`src/rtl/vga_timing_gen_if.sv`:
```
// ---------------------------------------------------------------------------
// vga_timing_gen_if
//   Raster timing bundle from the timing generator to its consumers.
//   master : timing generator (drives everything)
//   slave  : painting stage / VGA connector (observes everything)
//   Signals:
//     cur_x, cur_y  scan position
//     hsync, vsync  sync pulses at the configured polarity
//     video_on      position lies inside the visible window
//     pix_tick      pixel enable
//     line_start    position is the first pixel of a line
//     frame_start   position is the first pixel of a frame
// ---------------------------------------------------------------------------
interface vga_timing_gen_if;
    logic [9:0] cur_x;
    logic [9:0] cur_y;
    logic       hsync;
    logic       vsync;
    logic       video_on;
    logic       pix_tick;
    logic       line_start;
    logic       frame_start;

    modport master (
        output cur_x, cur_y, hsync, vsync, video_on, pix_tick,
               line_start, frame_start
    );

    modport slave (
        input  cur_x, cur_y, hsync, vsync, video_on, pix_tick,
               line_start, frame_start
    );
endinterface

```
`src/rtl/vga_timing_gen.sv`:
```
// ---------------------------------------------------------------------------
// vga_timing_gen
//   Free-running raster timing generator (default 640x480@60, 25 MHz pixels).
//   Ports:
//     clk    in  system clock
//     rst_n  in  asynchronous reset, active low
//     vga    vga_timing_gen_if.master: cur_x, cur_y, hsync, vsync, video_on,
//            pix_tick, line_start, frame_start (all registered)
//   Build option:
//     VGA_CLK_DIV2_EN  defined   -> pix_tick toggles, one pixel per 2 clks
//                      undefined -> pix_tick held 1, one pixel per clk
//   Every decoded output is computed from the *next* position and registered
//   together with it, so sync/blank/markers never skew against cur_x/cur_y.
// ---------------------------------------------------------------------------
module vga_timing_gen #(
    parameter int H_VISIBLE = 640,
    parameter int H_FP      = 16,
    parameter int H_SYNC    = 96,
    parameter int H_BP      = 48,
    parameter int V_VISIBLE = 480,
    parameter int V_FP      = 10,
    parameter int V_SYNC    = 2,
    parameter int V_BP      = 33,
    parameter int HS_POL    = 0,
    parameter int VS_POL    = 0
) (
    input  logic             clk,
    input  logic             rst_n,
    vga_timing_gen_if.master vga
);

    localparam int H_TOTAL = H_VISIBLE + H_FP + H_SYNC + H_BP;
    localparam int V_TOTAL = V_VISIBLE + V_FP + V_SYNC + V_BP;

    // Counters are 10 bits wide; larger rasters cannot be represented.
    generate
        if (H_TOTAL > 1024 || V_TOTAL > 1024) begin : g_total_check
            $error("vga_timing_gen: H_TOTAL and V_TOTAL must be <= 1024");
        end
    endgenerate

    localparam logic [9:0]  X_LAST   = 10'(H_TOTAL - 1);
    localparam logic [9:0]  Y_LAST   = 10'(V_TOTAL - 1);
    // Window bounds kept 11 bits wide so a bound of exactly 1024 still works.
    localparam logic [10:0] X_VIS    = 11'(H_VISIBLE);
    localparam logic [10:0] Y_VIS    = 11'(V_VISIBLE);
    localparam logic [10:0] HS_START = 11'(H_VISIBLE + H_FP);
    localparam logic [10:0] HS_STOP  = 11'(H_VISIBLE + H_FP + H_SYNC);
    localparam logic [10:0] VS_START = 11'(V_VISIBLE + V_FP);
    localparam logic [10:0] VS_STOP  = 11'(V_VISIBLE + V_FP + V_SYNC);
    localparam logic        HS_ACT   = (HS_POL != 0);
    localparam logic        VS_ACT   = (VS_POL != 0);

    logic [9:0] cur_x_q, cur_y_q;
    logic       hsync_q, vsync_q, video_on_q, tick_q, line_q, frame_q;

    // Next position, used both to advance and to pre-decode the outputs.
    logic [9:0]  nx, ny;
    logic [10:0] nx_w, ny_w;

    always_comb begin
        nx = cur_x_q + 10'd1;
        ny = cur_y_q;
        if (cur_x_q == X_LAST) begin
            nx = 10'd0;
            ny = (cur_y_q == Y_LAST) ? 10'd0 : cur_y_q + 10'd1;
        end
        nx_w = {1'b0, nx};
        ny_w = {1'b0, ny};
    end

    // Reset parks the raster at the last position with outputs that describe
    // it, so the first advance lands cleanly on (0,0).
    always_ff @(posedge clk or negedge rst_n) begin
        if (!rst_n) begin
            cur_x_q    <= X_LAST;
            cur_y_q    <= Y_LAST;
            tick_q     <= 1'b0;
            hsync_q    <= ~HS_ACT;
            vsync_q    <= ~VS_ACT;
            video_on_q <= 1'b0;
            line_q     <= 1'b0;
            frame_q    <= 1'b0;
        end else begin
`ifdef VGA_CLK_DIV2_EN
            tick_q <= ~tick_q;
`else
            tick_q <= 1'b1;
`endif
            if (tick_q) begin
                cur_x_q    <= nx;
                cur_y_q    <= ny;
                hsync_q    <= (nx_w >= HS_START && nx_w < HS_STOP) ? HS_ACT : ~HS_ACT;
                vsync_q    <= (ny_w >= VS_START && ny_w < VS_STOP) ? VS_ACT : ~VS_ACT;
                video_on_q <= (nx_w < X_VIS) && (ny_w < Y_VIS);
                line_q     <= (nx == 10'd0);
                frame_q    <= (nx == 10'd0) && (ny == 10'd0);
            end
        end
    end

    assign vga.cur_x       = cur_x_q;
    assign vga.cur_y       = cur_y_q;
    assign vga.hsync       = hsync_q;
    assign vga.vsync       = vsync_q;
    assign vga.video_on    = video_on_q;
    assign vga.pix_tick    = tick_q;
    assign vga.line_start  = line_q;
    assign vga.frame_start = frame_q;

endmodule
```
`src/flat_wrapper.sv`:
```
// flat-port wrapper written by rule: the top's interface ports become plain ports
module vga_timing_gen_flat 
#(
    parameter int H_VISIBLE = 640,
    parameter int H_FP      = 16,
    parameter int H_SYNC    = 96,
    parameter int H_BP      = 48,
    parameter int V_VISIBLE = 480,
    parameter int V_FP      = 10,
    parameter int V_SYNC    = 2,
    parameter int V_BP      = 33,
    parameter int HS_POL    = 0,
    parameter int VS_POL    = 0
)
  (clk, rst_n, vga_cur_x, vga_cur_y, vga_hsync, vga_vsync, vga_video_on, vga_pix_tick, vga_line_start, vga_frame_start);
  vga_timing_gen_if vga_i ();
  input  logic clk;
  input  logic rst_n;
  output wire logic [$bits(vga_i.cur_x)-1:0] vga_cur_x;
  output wire logic [$bits(vga_i.cur_y)-1:0] vga_cur_y;
  output wire logic [$bits(vga_i.hsync)-1:0] vga_hsync;
  output wire logic [$bits(vga_i.vsync)-1:0] vga_vsync;
  output wire logic [$bits(vga_i.video_on)-1:0] vga_video_on;
  output wire logic [$bits(vga_i.pix_tick)-1:0] vga_pix_tick;
  output wire logic [$bits(vga_i.line_start)-1:0] vga_line_start;
  output wire logic [$bits(vga_i.frame_start)-1:0] vga_frame_start;
  assign vga_cur_x = vga_i.cur_x;
  assign vga_cur_y = vga_i.cur_y;
  assign vga_hsync = vga_i.hsync;
  assign vga_vsync = vga_i.vsync;
  assign vga_video_on = vga_i.video_on;
  assign vga_pix_tick = vga_i.pix_tick;
  assign vga_line_start = vga_i.line_start;
  assign vga_frame_start = vga_i.frame_start;
  vga_timing_gen #(.H_VISIBLE(H_VISIBLE), .H_FP(H_FP), .H_SYNC(H_SYNC), .H_BP(H_BP), .V_VISIBLE(V_VISIBLE), .V_FP(V_FP), .V_SYNC(V_SYNC), .V_BP(V_BP), .HS_POL(HS_POL), .VS_POL(VS_POL)) u_core (.clk(clk), .rst_n(rst_n), .vga(vga_i));
endmodule
```
`config.mk`:
```
export PLATFORM = sky130hd
export DESIGN_NAME = vga_timing_gen_flat
export DESIGN_NICKNAME = d
export VERILOG_FILES = /design/src/rtl/vga_timing_gen_if.sv /design/src/rtl/vga_timing_gen.sv /design/src/flat_wrapper.sv
export SDC_FILE = /design/constraint.sdc
export NUM_CORES = 1
export LEC_CHECK = 0
export ABC_AREA = 1
export BUFFER_PORTS_ARGS = -buffer_cell sky130_fd_sc_hd__buf_2
export CORE_ASPECT_RATIO = 0.9
export CORE_MARGIN = 2
export CORE_UTILIZATION = 45
export CTS_CLUSTER_SIZE = 24
export DETAILED_ROUTE_END_ITERATION = 7
export MAX_ROUTING_LAYER = met4
export PLACE_DENSITY = 0.73
export RECOVER_POWER = 25
export SLEW_MARGIN = 25
export SYNTH_ARGS = -nofsm -noshare
export SYNTH_HDL_FRONTEND = slang
export SYNTH_SLANG_ARGS = --single-unit
```
`constraint.sdc`:
```
create_clock -name clk -period 2.33 [get_ports clk]
set_input_delay 0.699 -clock clk [delete_from_list [all_inputs] [get_ports clk]]
set_output_delay 0.699 -clock clk [all_outputs]
set_load 0.1 [all_outputs]
```
==> out/summary.txt, run 1 <==
Status - finished clean
Vias in the first global route - 1,615
Worst Setup End Kind - flip-flop
Most common flop cell mapped by yosys - dfrtp_1
Area grow syn2layout - 12.3%
Final WL - 4310 microns
Util after Layout - 53.9%
Starting DRC count in detailed routing - 203
Post-CTS Resized - 0
Postcts setup bufs - 0
Post-route ant nets - 0
H-tree depth - 1
FF+latch count, synth - 26
Clock buffer count from CTS - 3
Leakage power - 1.06 nW
Pin count of the biggest net entering global routing - 27
Clock period minus final worst setup slack - 2.06 ns
Worst Path Max Fanout - 16
Core area - 3780 sq um
Synth async-reset ratio - 100%
Top routing layer used - met4
DP HPWL - 3220 microns
Synth top area share - 21.3%
Worst-Margin Slew - 1.35 ns
Grt ovf - 0
Initial DRT Pass Iterations - 5
Die H - 64.2 microns
Syn Inst Count - 283
Max_cap viols - 0
First-pass GRT wire length - 7570 microns
Hold buffer count at cts - 0
Routed length on met1 - 2190 microns
Setup slack after layout - 0.266 ns
Die width - 70.9 microns
Initial antenna violation count - 0
Gr usage total - 21.1%
Via count - 1,848
Most frequent cells after synthesis - nand2_1, nor2_1, inv_1
CP Data Arrival Time - 2.23 ns
Post-Syn Area - 1810 sq um
CTS tree - built
Routed wire length per instance - 12.1 microns
F_max - 0.484 GHz
Gpl congestion - 0.917
Peak supply drop - 689 uV
Clk buf depth - 2
Dominant cells by area after synthesis - nand2_1, dfrtp_1, dfstp_2, nor2_1, nand3_1
Syn nets - 288
Vias per cell - 5.21
Residual DRC - 0
Syn Area/Cell - 6.41 sq um
Skew final - 0.00836 ns
WL met2 - 1760 microns
Power density cells - 805 nW/um^2
Nets - 315
Buffers on Ports - 27
Antenna cells - 0
YS warnings - 0
Max-slew violation count - 0
Rows - 21
EDFF count, synth - 0
Final Setup Violations - 0
Clk_lat worst skew - 0.27 ns
Initial Util - 47.9%
Met3 routed wirelength - 329 microns
Most frequent cell after synthesis - nand2_1
Final count of hold timing violations - 0
Critical path launch point type - flip-flop
I/O pins - 28
Synth cell types - 27
RSZ-0062 raised after global routing - false
Final Cycle Share - 88.6%
CP required - 2.50 ns
Hold Path Class - flip-flop to flip-flop
Slew headroom - 10.0%
Die Area - 4560 sq um
Clk slew on worst S/H paths - 0.09 ns
TNS Setup - 0 ns
CTS root buf - clkbuf_8
Leading area contributor after synthesis - nand2_1
Sequential area share after synthesis - 36.7%
Crit Path Class - flip-flop to flip-flop
# clock sinks - 26
Setup WS pre-CTS - 0.290 ns
Layout cell share with drive strength beyond 1 - 17.2%
critical path, cell delays in order (launching register included):
cell     delay [ns]
dfstp_2        0.58
ha_1           0.21
nand2_2        0.11
nor2_4         0.16
nand3_4        0.20
o21ai_0        0.36
nand4_1        0.17
nand3_1        0.11
nand2_1        0.06
per-layer routing:
metal	up-vias	GRT usage, %
met5	-	-
met2	70	30.0
li1	943	-
met3	6	4.10
met4	0	3.54
met1	829	31.6
path summary, 6_finish.rpt:
check | to | from | slack (ns) | depth (start not counted)
worst max-delay path | u_core.vga.video_on | u_core.vga.cur_x[0] | 0.27 | 8
worst min-delay path | u_core.vga.line_start | u_core.vga.line_start | 0.50 | 2
worst max register to register | u_core.vga.video_on | u_core.vga.cur_x[0] | 0.27 | 8
worst min register to register | u_core.vga.line_start | u_core.vga.line_start | 0.50 | 2
max in group asynchronous | u_core.vga.cur_y[4] | rst_n | 0.83 | 1
min in group asynchronous | u_core.vga.video_on | rst_n | 0.71 | 1
state kept, by name, summed over array words and instances, names as in the netlist:
register,count
u_core.vga.cur_x,10
u_core.vga.cur_y,10
u_core.vga.frame_start,1
u_core.vga.hsync,1
u_core.vga.line_start,1
u_core.vga.pix_tick,1
u_core.vga.video_on,1
u_core.vga.vsync,1
power breakdown:
group	switching, mW	total [mW]	internal (mW)
Combinational	0.607	0.745	0.138
Clock	0.142	0.293	0.151
Sequential	0.0703	0.602	0.532
cell usage in the layout, fill, tap and decap left out, types with 2 or more instances in the layout:
cell,count
o21ai_0,22
nand2_1,103
dfrtp_1,14
inv_2,2
nand2_2,2
nand3_1,27
nand4_1,6
ha_1,3
inv_1,33
buf_4,2
dfstp_2,12
buf_2,26
clkbuf_8,4
nor2_1,38
nor2_4,2
through the flow:
stage | instance area (sq um) | std cells | total power [mW] | hold WS [ns]
2_1_floorplan | 1810 | 283 | 1.24 | 0.403
4_1_cts | 2040 | 355 | 1.65 | 0.424
3_5_place_dp | 1980 | 351 | 1.35 | 0.472
5_1_grt | 2040 | 355 | 1.73 | 0.518
6_report | 2040 | 355 | 1.64 | 0.495
3_3_place_gp | 1980 | 351 | 1.34 | 0.467
cell type report:
class,instances,area (sq um)
tap,46,57.6
multi-input combinational,215,980
inverter,35,131
sequential,26,666
fill,406,1750
clock buffer,4,55.1
timing repair buffer,29,149
kinds of logic after synthesis:
logic type	synth area share, %
AOI/OAI and AO/OA	7.52
xor gates and xnor gates	0.966
adders and majority gates	2.07
buffers and inverters	9.31
DFF	36.7
other	0.207
and+or+nand+nor	43.2
(Power assumes the default switching activity.)
==> inputs of run 2 (changes only) <==
Settings changed: CTS_BUF_LIST set to sky130_fd_sc_hd__clkbuf_4.
==> run 2 against run 1 <==
  * Non-clock buffer count unchanged
  * Power down 6.0%
  * Critical path depth down 7
  * Combinational power about the same
  * Count of clock-buffer cells in the layout down 1
  * Via count down 1.2%
  * Fmax down 2.5%
  * Utilization down 0.76 points
  * Register-to-register slack about the same
  * Sequential power about the same
  * Design area down 1.4%
  * Critical path type is now flip-flop to output port
==> out/summary.txt, run 2 (synthesis results as in run 1) <==
Status - finished clean (unchanged)
# clock sinks - 26 (unchanged)
Pin count of the biggest net entering global routing - 27 (unchanged)
Max-slew violation count - 0 (unchanged)
Worst Path Max Fanout - 9 (was 16)
Area grow syn2layout - 10.8% (was 12.3%)
Vias in the first global route - 1,621 (was 1,615)
Die H - 64.2 microns (unchanged)
Core area - 3780 sq um (unchanged)
WP buf/inv - 1 (was 0)
Nets - 315 (unchanged)
Worst-Margin Slew - 1.40 ns (was 1.35 ns)
Via count - 1,826 (was 1,848)
Routed wire length per instance - 12.0 microns (was 12.1 microns)
CP Data Arrival Time - 1.42 ns (was 2.23 ns)
Die Area - 4560 sq um (unchanged)
Critical path's top delay family - flip-flops (was simple AND/OR/NAND/NOR gates)
CTS tree - built (unchanged)
FILL cells - 406 (unchanged)
Rows - 21 (unchanged)
HP Start - u_core.vga.vsync (was u_core.vga.line_start)
Peak supply drop - 680 uV (was 689 uV)
Clock period minus final worst setup slack - 2.12 ns (was 2.06 ns)
F_max - 0.472 GHz (was 0.484 GHz)
Worst Setup End Kind - output port (was flip-flop)
Initial DRT Pass Iterations - 4 (was 5)
Critical path launch point type - flip-flop (unchanged)
Power Total - 1.54 mW (was 1.64 mW)
Final Setup Violations - 0 (unchanged)
RR Endpoint - u_core.vga.video_on (unchanged)
Final WL - 4260 microns (was 4310 microns)
First-pass GRT wire length - 7620 microns (was 7570 microns)
Clk_lat worst skew - 0.33 ns (was 0.27 ns)
Residual DRC - 0 (unchanged)
Post-CTS Resized - 0 (unchanged)
Vias per cell - 5.14 (was 5.21)
Antenna cells - 0 (unchanged)
Clock buffer count from CTS - 3 (unchanged)
TNS Setup - 0 ns (unchanged)
Buffers on Ports - 27 (unchanged)
Hold depth - 2 (unchanged)
Clk buf depth - 2 (unchanged)
Gr usage total - 21.2% (was 21.1%)
CP required - 1.63 ns (was 2.50 ns)
Max_cap viols - 0 (unchanged)
Starting DRC count in detailed routing - 197 (was 203)
Gpl congestion - 0.917 (unchanged)
Flop2flop setup slack - 0.26 ns (was 0.27 ns)
Leakage power - 1.04 nW (was 1.06 nW)
Initial Util - 47.9% (unchanged)
Grt ovf - 0 (unchanged)
Power density cells - 767 nW/um^2 (was 805 nW/um^2)
DP HPWL - 3220 microns (unchanged)
RSZ-0062 raised after global routing - false (unchanged)
Commonest cells after routing, fill and taps aside - nand2_1, nor2_1, inv_1, nand3_1, buf_2 (unchanged)
Reg2Reg Launch Point - u_core.vga.cur_x[0] (unchanged)
Die width - 70.9 microns (unchanged)
CTS root buf - clkbuf_4 (was clkbuf_8)
Post-route ant nets - 0 (unchanged)
Hold Path Class - flip-flop to flip-flop (unchanged)
Hold buffer count at cts - 0 (unchanged)
Postcts setup bufs - 0 (unchanged)
CP max stage delay - 0.64 ns (was 0.58 ns)
Final count of hold timing violations - 0 (unchanged)
Final Cycle Share - 90.9% (was 88.6%)
Hold endpoint - u_core.vga.vsync (was u_core.vga.line_start)
Clk slew on worst S/H paths - 0.14 ns (was 0.09 ns)
Skew final - 0.00981 ns (was 0.00836 ns)
Slowest CP cell - dfstp_2 (unchanged)
I/O pins - 28 (unchanged)
Leading cell type in the layout, fill and taps excluded - nand2_1 (unchanged)
Layout cell share with drive strength beyond 1 - 16.8% (was 17.2%)
Slew headroom - 6.98% (was 10.0%)
CP Cell Sequence - buf_2 (was ha_1 > nand2_2 > nor2_4 > nand3_4 > o21ai_0 > nand4_1 > nand3_1 > nand2_1)
Crit Path Class - flip-flop to output port (was flip-flop to flip-flop)
R2r worst-path depth - 8 (unchanged)
H-tree depth - 1 (unchanged)
Initial antenna violation count - 0 (unchanged)
==> run 2: cell count changes in the layout (fill, tap and decap cells not counted), sizes merged <==
cell / delta
clkinv: +1
clkbuf: -1
==> run 2: layer usage <==
| layer | part of all wire, % | GRT usage [%] | vias to the layer above |
|---|---|---|---|
| li1 | - | - | 942 |
| met1 | 52 | 31.5 | 826 |
| met2 | 41 | 30.5 | 56 |
| met3 | 7.0 | 4.10 | 2 |
| met4 | 0.42 | 3.54 | 0 |
| met5 | 0 | - | - |
==> run 2: final cells by class <==
| type | count | area [sq um] | share of cell area, % |
|---|---|---|---|
| multi-input cells | 215 | 980 | 48.8 |
| flip-flops and latches | 26 | 666 | 33.1 |
| repair buffers | 29 | 149 | 7.41 |
| inverters | 35 | 131 | 6.54 |
| well taps | 46 | 57.6 | 2.86 |
| clock buffers | 3 | 22.5 | 1.12 |
| clock inverters | 1 | 3.75 | 0.187 |
==> run 2: stage by stage <==
stage	worst slack (ns)	hold slack, ns	cell area (sq um)	util [%]	cells
finish	0.213	0.499	2010	53.1	355
global route	0.0760	0.525	2010	53.1	355
CTS	0.196	0.349	2010	53.1	355
detailed placement	0.290	0.472	1980	52.4	351
global placement	0.329	0.467	1980	52.4	351
floorplan	0.0810	0.403	1810	-	283
==> run 2: report_power, final <==
group	internal, mW	switching [mW]	total (mW)
Sequential	0.532	0.0705	0.602
Clock	0.0628	0.132	0.195
Combinational	0.138	0.606	0.744
Total	0.733	0.809	1.54
==> run 2: worst max path at each step <==
stage	from	end	slack (ns)	depth (start not counted)
2_1_floorplan	u_core.vga.cur_x[1]	u_core.vga.video_on	0.08	10
3_3_place_gp	u_core.vga.cur_x[0]	u_core.vga.video_on	0.33	8
3_5_place_dp	u_core.vga.cur_x[0]	u_core.vga.video_on	0.29	8
4_1_cts	u_core.vga.cur_y[2]	vga_cur_y[2]	0.20	1
5_1_grt	u_core.vga.cur_x[1]	u_core.vga.video_on	0.08	8
6_report	u_core.vga.cur_y[2]	vga_cur_y[2]	0.21	1
